`src/rtl/data_mem_bus_pkg.sv`:
```
// Shared constants and types for the data-side memory/I-O bus.
// Optional feature macro: DATA_MEM_BUS_CYCLE_COUNTER_EN (cycle counter register).
package data_mem_bus_pkg;

    localparam logic [31:0] MMIO_BASE    = 32'hFFFF_0000;
    localparam logic [31:0] OFF_CON_DATA = 32'h0000_0000;
    localparam logic [31:0] OFF_CON_STAT = 32'h0000_0004;
    localparam logic [31:0] OFF_CYCLE    = 32'h0000_0008;

    localparam logic [31:0] CON_DATA_ADDR = MMIO_BASE + OFF_CON_DATA;
    localparam logic [31:0] CON_STAT_ADDR = MMIO_BASE + OFF_CON_STAT;
    localparam logic [31:0] CYCLE_ADDR    = MMIO_BASE + OFF_CYCLE;

    // CON_STAT layout: {16'b0, count[7:0], 5'b0, overflow, full, empty}
    localparam int unsigned STAT_EMPTY_BIT = 0;
    localparam int unsigned STAT_FULL_BIT  = 1;
    localparam int unsigned STAT_OVF_BIT   = 2;
    localparam int unsigned STAT_COUNT_LSB = 8;

    typedef enum logic [2:0] {
        REG_RAM,
        REG_CON_DATA,
        REG_CON_STAT,
        REG_CYCLE,
        REG_NONE
    } region_e;

endpackage

```
`src/rtl/data_mem_bus_tx_fifo.sv`:
```
// Parameterised synchronous FIFO feeding the console transmit port.
// A push into a full FIFO is accepted only when a pop happens in the same cycle.
module tx_fifo #(
    parameter int unsigned DEPTH = 4,
    parameter int unsigned WIDTH = 8
) (
    input  logic                     clk,
    input  logic                     reset,
    input  logic                     push,
    input  logic [WIDTH-1:0]         din,
    input  logic                     pop,
    output logic                     full,
    output logic                     empty,
    output logic [$clog2(DEPTH):0]   count,
    output logic [WIDTH-1:0]         head
);

    localparam int unsigned AW = $clog2(DEPTH);

    logic [WIDTH-1:0] r_mem [DEPTH];
    logic [AW-1:0]    r_wr_ptr;
    logic [AW-1:0]    r_rd_ptr;
    logic [AW:0]      r_count;
    logic             w_do_push;
    logic             w_do_pop;

    assign empty     = (r_count == '0);
    assign full      = (r_count == (AW+1)'(DEPTH));
    assign w_do_pop  = pop && !empty;
    assign w_do_push = push && (!full || w_do_pop);
    assign count     = r_count;
    assign head      = empty ? '0 : r_mem[r_rd_ptr];

    always_ff @(posedge clk) begin
        if (reset) begin
            r_wr_ptr <= '0;
            r_rd_ptr <= '0;
            r_count  <= '0;
        end else begin
            if (w_do_push) begin
                r_mem[r_wr_ptr] <= din;
                r_wr_ptr        <= r_wr_ptr + AW'(1);
            end
            if (w_do_pop) begin
                r_rd_ptr <= r_rd_ptr + AW'(1);
            end
            case ({w_do_push, w_do_pop})
                2'b10:   r_count <= r_count + (AW+1)'(1);
                2'b01:   r_count <= r_count - (AW+1)'(1);
                default: r_count <= r_count;
            endcase
        end
    end

endmodule

```
`src/rtl/data_mem_bus.sv`:
```
// Data-side bus: byte-writable RAM, console TX FIFO and optional cycle counter.
// Define DATA_MEM_BUS_CYCLE_COUNTER_EN to build the CYCLE register.
module data_mem_bus
    import data_mem_bus_pkg::*;
#(
    parameter int unsigned RAM_WORDS  = 64,
    parameter int unsigned FIFO_DEPTH = 4
) (
    input  logic        clk,
    input  logic        reset,
    input  logic [31:0] addr,
    input  logic [31:0] wdata,
    input  logic        we,
    input  logic [3:0]  be,
    output logic [31:0] rdata,
    output logic        tx_valid,
    output logic [7:0]  tx_data,
    input  logic        tx_ready
);

    localparam int unsigned RAM_AW = $clog2(RAM_WORDS);
    localparam int unsigned CNT_W  = $clog2(FIFO_DEPTH) + 1;

    logic [31:0]       r_ram [RAM_WORDS];
    logic              r_overflow;
    region_e           w_region;
    logic [RAM_AW-1:0] w_ram_idx;
    logic              w_push_req;
    logic              w_pop;
    logic              w_full;
    logic              w_empty;
    logic [CNT_W-1:0]  w_count;
    logic [31:0]       w_stat;
    logic [31:0]       w_cycle_rd;
    logic              w_unused;

    // Byte offset bits play no part in decode.
    assign w_unused  = &{1'b0, addr[1:0]};
    assign w_ram_idx = addr[RAM_AW+1:2];

    always_comb begin
        w_region = REG_NONE;
        if (addr[31:RAM_AW+2] == '0) begin
            w_region = REG_RAM;
        end else if (addr[31:2] == CON_DATA_ADDR[31:2]) begin
            w_region = REG_CON_DATA;
        end else if (addr[31:2] == CON_STAT_ADDR[31:2]) begin
            w_region = REG_CON_STAT;
`ifdef DATA_MEM_BUS_CYCLE_COUNTER_EN
        end else if (addr[31:2] == CYCLE_ADDR[31:2]) begin
            w_region = REG_CYCLE;
`endif
        end
    end

    always_ff @(posedge clk) begin
        if (we && (w_region == REG_RAM)) begin
            for (int unsigned i = 0; i < 4; i++) begin
                if (be[i]) begin
                    r_ram[w_ram_idx][8*i +: 8] <= wdata[8*i +: 8];
                end
            end
        end
    end

    assign w_push_req = we && be[0] && (w_region == REG_CON_DATA);
    assign w_pop      = tx_valid && tx_ready;
    assign tx_valid   = !w_empty;

    tx_fifo #(
        .DEPTH (FIFO_DEPTH),
        .WIDTH (8)
    ) u_tx_fifo (
        .clk   (clk),
        .reset (reset),
        .push  (w_push_req),
        .din   (wdata[7:0]),
        .pop   (w_pop),
        .full  (w_full),
        .empty (w_empty),
        .count (w_count),
        .head  (tx_data)
    );

    // Set and clear target different addresses, so they never collide.
    always_ff @(posedge clk) begin
        if (reset) begin
            r_overflow <= 1'b0;
        end else if (w_push_req && w_full && !w_pop) begin
            r_overflow <= 1'b1;
        end else if (we && be[0] && (w_region == REG_CON_STAT)) begin
            r_overflow <= 1'b0;
        end
    end

    always_comb begin
        w_stat                         = '0;
        w_stat[STAT_COUNT_LSB +: 8]    = 8'(w_count);
        w_stat[STAT_OVF_BIT]           = r_overflow;
        w_stat[STAT_FULL_BIT]          = w_full;
        w_stat[STAT_EMPTY_BIT]         = w_empty;
    end

`ifdef DATA_MEM_BUS_CYCLE_COUNTER_EN
    logic [31:0] r_cycle;
    logic        w_cycle_load;

    assign w_cycle_load = we && (be == 4'hF) && (w_region == REG_CYCLE);

    always_ff @(posedge clk) begin
        if (reset) begin
            r_cycle <= '0;
        end else if (w_cycle_load) begin
            r_cycle <= wdata;
        end else begin
            r_cycle <= r_cycle + 32'd1;
        end
    end

    assign w_cycle_rd = r_cycle;
`else
    assign w_cycle_rd = '0;
`endif

    always_comb begin
        rdata = '0;
        case (w_region)
            REG_RAM:      rdata = r_ram[w_ram_idx];
            REG_CON_STAT: rdata = w_stat;
            REG_CYCLE:    rdata = w_cycle_rd;
            default:      rdata = '0;
        endcase
    end

endmodule
```
`config.mk`:
```
export PLATFORM = sky130hd
export DESIGN_NAME = data_mem_bus
export DESIGN_NICKNAME = d
export VERILOG_FILES = /design/src/rtl/data_mem_bus_pkg.sv /design/src/rtl/data_mem_bus_tx_fifo.sv /design/src/rtl/data_mem_bus.sv
export SDC_FILE = /design/constraint.sdc
export NUM_CORES = 2
export LEC_CHECK = 0
export BUFFER_PORTS_ARGS = -buffer_cell sky130_fd_sc_hd__buf_2
export CELL_PAD_IN_SITES_DETAIL_PLACEMENT = 1
export CELL_PAD_IN_SITES_GLOBAL_PLACEMENT = 2
export CORE_MARGIN = 10
export CORE_UTILIZATION = 37
export DETAILED_ROUTE_END_ITERATION = 10
export PLACE_DENSITY = 0.72
export SETUP_SLACK_MARGIN = 0.3
export SYNTH_ARGS = -nofsm -noshare
export SYNTH_HDL_FRONTEND = slang
export SYNTH_SLANG_ARGS = --single-unit
```
`constraint.sdc`:
```
create_clock -name clk -period 4.1 [get_ports clk]
set_input_delay 0.205 -clock clk [delete_from_list [all_inputs] [get_ports clk]]
set_output_delay 0.205 -clock clk [all_outputs]
set_load 0.02 [all_outputs]
```
# [Word level (Yosys, flattened, before mapping)]
# Memories as Yosys holds them, arrays and structs flattened. A register that Yosys moved wholly into a read port is not among the register bits.
# Cells that the tools add are included.
# W data, S select, Z words.
[totals] out_inout_bits=41 ram_bits=2080 elab_cells=60 memories=2 latchBits=0 register_bits=8 romBits=0
[op_classes] eq_ne=7 div_mod_pow=0 order_cmp=0 muxes=25 shifts=0 n_bitwise=0 multipliers=0 n_addsub=4 n_reduce_logical=18
[memory_table] name="r_ram" depth=64 width=32 read_ports=1 rd_clocked_by_memory_dff=0 write_ports=1 line_no="data_mem_bus.sv:24" rtl="logic [31:0] r_ram [RAM_WORDS];"
[memory_table] name="u_tx_fifo.r_mem" depth=4 width=8 read_ports=1 rd_clocked_by_memory_dff=1 write_ports=1 line_no="data_mem_bus_tx_fifo.sv:20" rtl="logic [WIDTH-1:0] r_mem [DEPTH];"
[ops] operator="$pmux W32 S2" count=1
[ops] operator="$eq A30 B30 Y1 const B" count=2
[ops] operator="$logic_not A24 Y1" count=1
[ops] operator="$mux W1" count=17
[ops] operator="$logic_and A1 B1 Y1" count=9
[ops] operator="$mux W3" count=3
[ops] operator="$mux W8" count=1
[ops] operator="$logic_not A3 Y1" count=2
[ops] operator="$pmux W3 S2" count=1
[ops] operator="$add A2 B1 Y2 const B" count=2
[ops] operator="$mux W2" count=2
[ops] operator="$reduce_bool A2 Y1" count=2
[ops] operator="$add A3 B1 Y3 const B" count=1
[ops] operator="$eq A3 B1 Y1 const B" count=1
[ops] operator="$eq A3 B2 Y1 const B" count=1
[ops] operator="$eq A3 B3 Y1 const B" count=1
[ops] operator="$logic_not A1 Y1" count=3
[ops] operator="$sub A3 B1 Y3 const B" count=1
[ops] operator="$eq A2 B1 Y1 const B" count=1
[ops] operator="$eq A2 B2 Y1 const B" count=1
[ops] operator="$logic_or A1 B1 Y1" count=1

# [Depth between registers and ports, before layout]
[depth] ltp_word=10 mapped_depth=12

# [Hierarchy]
# A second synthesis with hierarchy kept.
[hier_totals] hier_cells=3662 area_unflattened_um2=81409.3
[modules_own_cells] module="data_mem_bus" instances=1 area_each_um2=79617.6 cells_per_inst=3544
[modules_own_cells] module="tx_fifo" instances=1 area_each_um2=1791.7 cells_per_inst=118

# [Least setup slack after synthesis]
# Ideal clock, no wire load.
[synth_path] path_kind="input -> register" from="input port addr[2]" to="register u_tx_fifo.r_count[2] (netlist: u_tx_fifo.count[2])" path_buffers=3 t_required_ns=4.029 setup_slack_ns=1.650 stages=12 arrival_time_ns=2.380 path_cell_list="buf_6 > buf_6 > buf_4 > nor3_2 > and3b_1 > nand4_1 > ha_1 > inv_1 > fa_1 > xor2_1 > or3_1 > a21oi_1"
[synth_between] elab_chain_cells=9 word_cells_on_any_way=12 classes_between="eq/ne: 5; mux: 4; reduce/logical: 3"
[synth_rtl] item="start, declared" line_no="data_mem_bus.sv:11" rtl="input logic [31:0] addr,"
[synth_rtl] item="$eq A30 B30 Y1" line_no="data_mem_bus.sv:47" rtl="end else if (addr[31:2] == CON_STAT_ADDR[31:2]) begin"
[synth_rtl] item="$mux W3" line_no="data_mem_bus.sv:47"
[synth_rtl] item="$mux W3 (*)" line_no="data_mem_bus.sv:45" rtl="end else if (addr[31:2] == CON_DATA_ADDR[31:2]) begin"
[synth_rtl] item="$mux W3 (*)" line_no="data_mem_bus.sv:43" rtl="if (addr[31:RAM_AW+2] == '0) begin"
[synth_rtl] item="$eq A3 B1 Y1 (*)" line_no="data_mem_bus.sv:66" rtl="assign w_push_req = we && be[0] && (w_region == REG_CON_DATA);"
[synth_rtl] item="$logic_and A1 B1 Y1 (*)" line_no="data_mem_bus.sv:66"
[synth_rtl] item="$logic_and A1 B1 Y1 (*)" line_no="data_mem_bus_tx_fifo.sv:30" rtl="assign w_do_push = push && (!full || w_do_pop);"
[synth_rtl] item="$eq A2 B1 Y1 / $eq A2 B2 Y1 (equally long branches)" line_no="data_mem_bus_tx_fifo.sv:47" rtl="case ({w_do_push, w_do_pop})"
[synth_rtl] item="$pmux W3 S2 / $reduce_bool A2 Y1 (equally long branches)"
[synth_rtl] item="end signal, assigned" line_no="data_mem_bus_tx_fifo.sv:48" rtl="2'b10: r_count <= r_count + (AW+1)'(1);"
[synth_rtl] item="end signal, assigned" line_no="data_mem_bus_tx_fifo.sv:49" rtl="2'b01: r_count <= r_count - (AW+1)'(1);"
[synth_rtl] item="end signal, assigned" line_no="data_mem_bus_tx_fifo.sv:50" rtl="default: r_count <= r_count;"
[synth_rtl] item="end, declared" line_no="data_mem_bus_tx_fifo.sv:23" rtl="logic [AW:0] r_count;"
# Mark *: on every way between the ends. The rest lies on a longest branch, timed or not.
# A chain may end at the register's enable or synchronous reset.

# [Worst setup path in the final report]
[layout_path] from="memory r_ram[15][30]" to="output port rdata[30]"
[layout_between] elab_chain_cells=2
[layout_rtl] item="start, declared" line_no="data_mem_bus.sv:24"
[layout_rtl] item="$mem_v2 Z64 W32"
[layout_rtl] item="$pmux W32 S2" line_no="data_mem_bus.sv:127" rtl="case (w_region)"
[layout_rtl] item="end, declared" line_no="data_mem_bus.sv:15" rtl="output logic [31:0] rdata,"
# No other way between the ends.

==> metrics.csv <==
stage;metric;value;unit
logic_synthesis;async set-reset flop share out of synthesis;0;
power;Leak Pwr;30.3;nW
grt;global route overflow;0;
cts;Worst-path clk slew;60;ps
place;number of buffers added on ports;110;
grt;GR Util met3;0.0321;
logic_synthesis;Synth Area in Compound Gates;0.0188;
timing;Final Critical Period;3700;ps
setup_path;Max FO, Critical Path;1;
logic_synthesis;cell taking the most area after synthesis;edfxtp_1;
timing;fin. max-slew vios;0;
cts;total CTS buffers;200;
final_layout;area of the multi-input gates;17500;µm²
logic_synthesis;ys flop type;edfxtp_1;
logic_synthesis;Net Count, Synth;3818;
cts;CTS tree;yes;
setup_path;CP required;3890;ps
logic_synthesis;mux share of post-synthesis cell area;0.170;
grt;grt met1 use;0.251;
timing;Hold WS;42.0;ps
die;core box area;218000;µm²
routing;Vias;40900;
power;power per cell area;467;nW/µm²
logic_synthesis;count of cell types in the netlist;52;
die;die width;489;µm
final_layout;fin util;0.436;
cts;Clock Latency Late Sink;860;ps
grt;busiest layer in global routing;met2;
timing;Final Skew;7.34;ps
logic_synthesis;number of flops mapped to enable cells by yosys;2080;
routing;final WL;232000;µm
power;Int Power;0.0349;W
grt;total track usage;0.191;
logic_synthesis;Synth Area per Inst;21.7;µm²
routing;WL per Instance;31.6;µm
routing;vias per cell;5.57;
final_layout;share of layout cells above drive strength 1;0.314;
grt;largest net degree at the start of global routing;91;
cts;Post-CTS Setup Repair Bufs;0;
die;row cnt;171;
timing;Hold Violations, Final;0;
logic_synthesis;Synth Area in Adders;0.00102;
die;die height;489;µm
final_layout;Area Growth Syn to Fin;16.9;%
timing;final period utilization;0.902;
routing;drt drc;0;
power;Reg power frac;0.530;
logic_synthesis;Simple-Gate Fraction of Synth Area;0.0243;
timing;Fmax achieved;0.270;GHz
timing;Worst Slack Setup Final;403;ps
place;Post-DP Area;88100;µm²
cts;clock sink count;2090;
logic_synthesis;largest family of logic cells by synthesized area;multiplexers;
logic_synthesis;FF+latch count, synth;2090;
grt;vias in the first global route;42800;
setup_path;critical path class;flip-flop to output pin;
die;Top Ports;113;
logic_synthesis;synth top area cells;edfxtp_1 77%, mux4_2 15%, mux2i_1 2.4%, nor2_1 1.4%, a22oi_1 0.88%;
setup_path;Critical Path Sink Type;output pin;
die;initial core utilization;0.373;
final_layout;Reg area;62700;µm²
logic_synthesis;Yosys warning total;0;
setup_path;CP Data Arrival Time;3490;ps
routing;first-pass iteration count of the detailed router;7;
place;dpl ws;449;ps
logic_synthesis;share of Yosys cell area claimed by the top area cell type;0.769;
place;dpl hpwl;150000;µm
grt;initial antenna violation count;21;
power;Sw Ratio;0.213;
power;Psw;0.00942;W
hold_path;hold crit path type;input port to flip-flop;
logic_synthesis;cell with the most instances after synthesis;edfxtp_1;
grt;first-pass GRT wire length;328000;µm
timing;Final TNS setup;0;ps
power;Logic pwr share;0.045;
final_layout;Finished Cell Area;94900;µm²
logic_synthesis;Syn Std Cell Area;81200;µm²
power;worst vdd ir;0.402;mV
final_layout;Fillers;20200;
timing;endpoints failing setup;0;
routing;DRT iter0 DRCs;4903;
logic_synthesis;Post-Synth XOR/XNOR Area;0.000539;
setup_path;startpoint types;flip-flop;
die;DIE AREA;239000;µm²
power;clock power share;0.425;
cts;clock root cell;clkbuf_16;
place;GPL Wtd Cong;0.849;
logic_synthesis;sequential share of the synthesized area;0.771;
cts;CTS H-tree depth;4;
logic_synthesis;Post-synth top cells;2080 x edfxtp_1, 527 x mux4_2, 303 x nor2_1;
logic_synthesis;Syn Inst Count;3740;
job;Max-Cap Viols;0;
run_status;run status;complete, no violations;
timing;Rel. slew slack;0.115;
final_layout;fin nets;4375;
cts;Longest Clk Path Bufs;3;
timing;Slew @ Worst Pin;1330;ps
grt;global routing usage on met2;0.317;
timing;unrepaired setup endpoints after global routing;false;
routing;Final ANT Viol Nets;0;
==> timing repair <==
action	in CTS	in global routing
endpoints found under the hold margin	166	0
resized for setup	1	1
hold buffers	12	0
pin swaps	0	0
setup endpoints to repair	1	1
==> placed cells by master (no fill, tap or decap), drive strengths merged, types with 5 or more instances in the layout <==
cell,instances
clkinvlp,12
and2,20
nor4,6
nand4,10
a21oi,48
buf,563
inv,13
bufinv,25
o211ai,26
ha,5
nor3,11
edfxtp,2080
dlygate4sd3,12
nor2b,8
o21ai,7
diode,15
clkbuf,238
mux2i,195
a211oi,18
mux4,527
o22ai,5
nand2,89
clkinv,91
a22oi,95
nor2,303
dfxtp,10
==> power by group through the flow <==
stage / logic, W / registers, W / clock network (W)
2_1_floorplan: 0.00104 / 0.0239 / 0
3_3_place_gp: 0.00196 / 0.0239 / 0
3_5_place_dp: 0.00201 / 0.0239 / 0
4_1_cts: 0.00203 / 0.0235 / 0.0192
5_1_grt: 0.00213 / 0.0235 / 0.0200
6_report: 0.00201 / 0.0235 / 0.0188
==> worst max-delay path, cell delays in order, from the launching register on <==
cell and delay (ps):
edfxtp_1 370, mux4_2 510, mux4_2 530, a211oi_1 550, nor2_1 270, buf_4 250
buf_2 170
==> through the flow <==
step / std cells / power (W)
after floorplan: 3740 / 0.0250
after global placement: 6937 / 0.0259
after detailed placement: 6937 / 0.0260
after CTS: 7321 / 0.0447
after global routing: 7324 / 0.0456
final: 7336 / 0.0443
==> area by class of cell <==
cell class,instances,area share
Inverter,7,0.000277
Tap cell,2854,0.0376
Clock buffer,238,0.0547
Sequential cell,2090,0.660
Clock inverter,134,0.0158
Timing Repair Buffer,575,0.0466
Antenna cell,15,0.000395
Multi-Input combinational cell,1423,0.185
==> registers in the layout (all words and copies together), names as in the netlist, named ones only <==
name	count
r_ram	2048
u_tx_fifo.r_mem	32
u_tx_fifo.count	3
u_tx_fifo.r_rd_ptr	2
u_tx_fifo.r_wr_ptr	2
r_overflow	1
==> cells by family (layout without fill, tap and decap cells) <==
group	count (synthesis)	in the layout
buffers and inverters	227	954
muxes	724	724
DFF	2090	2090
adders and majority gates	6	6
AOI/OAI and AO/OA	218	218
xor gates and xnor gates	5	5
other	0	15
and+or+nand+nor	470	470
==> final timing paths <==
kind,slack (ps),startpoint,cells past startpoint,to
worst max-delay path,400,r_ram[15][30],6,rdata[30]
worst min-delay path,40,wdata[10],2,r_ram[33][10]
worst max register to register,1440,u_tx_fifo.count[2],9,u_tx_fifo.count[2]
worst min register to register,490,r_overflow,2,r_overflow
==> routing by layer <==
metal | up-vias | share of wire
met3 | 343 | 0.065
met1 | 22200 | 0.40
met5 | - | 0
met4 | 0 | 0.042
li1 | 16700 | -
met2 | 1602 | 0.50
(Power assumes the default switching activity.)
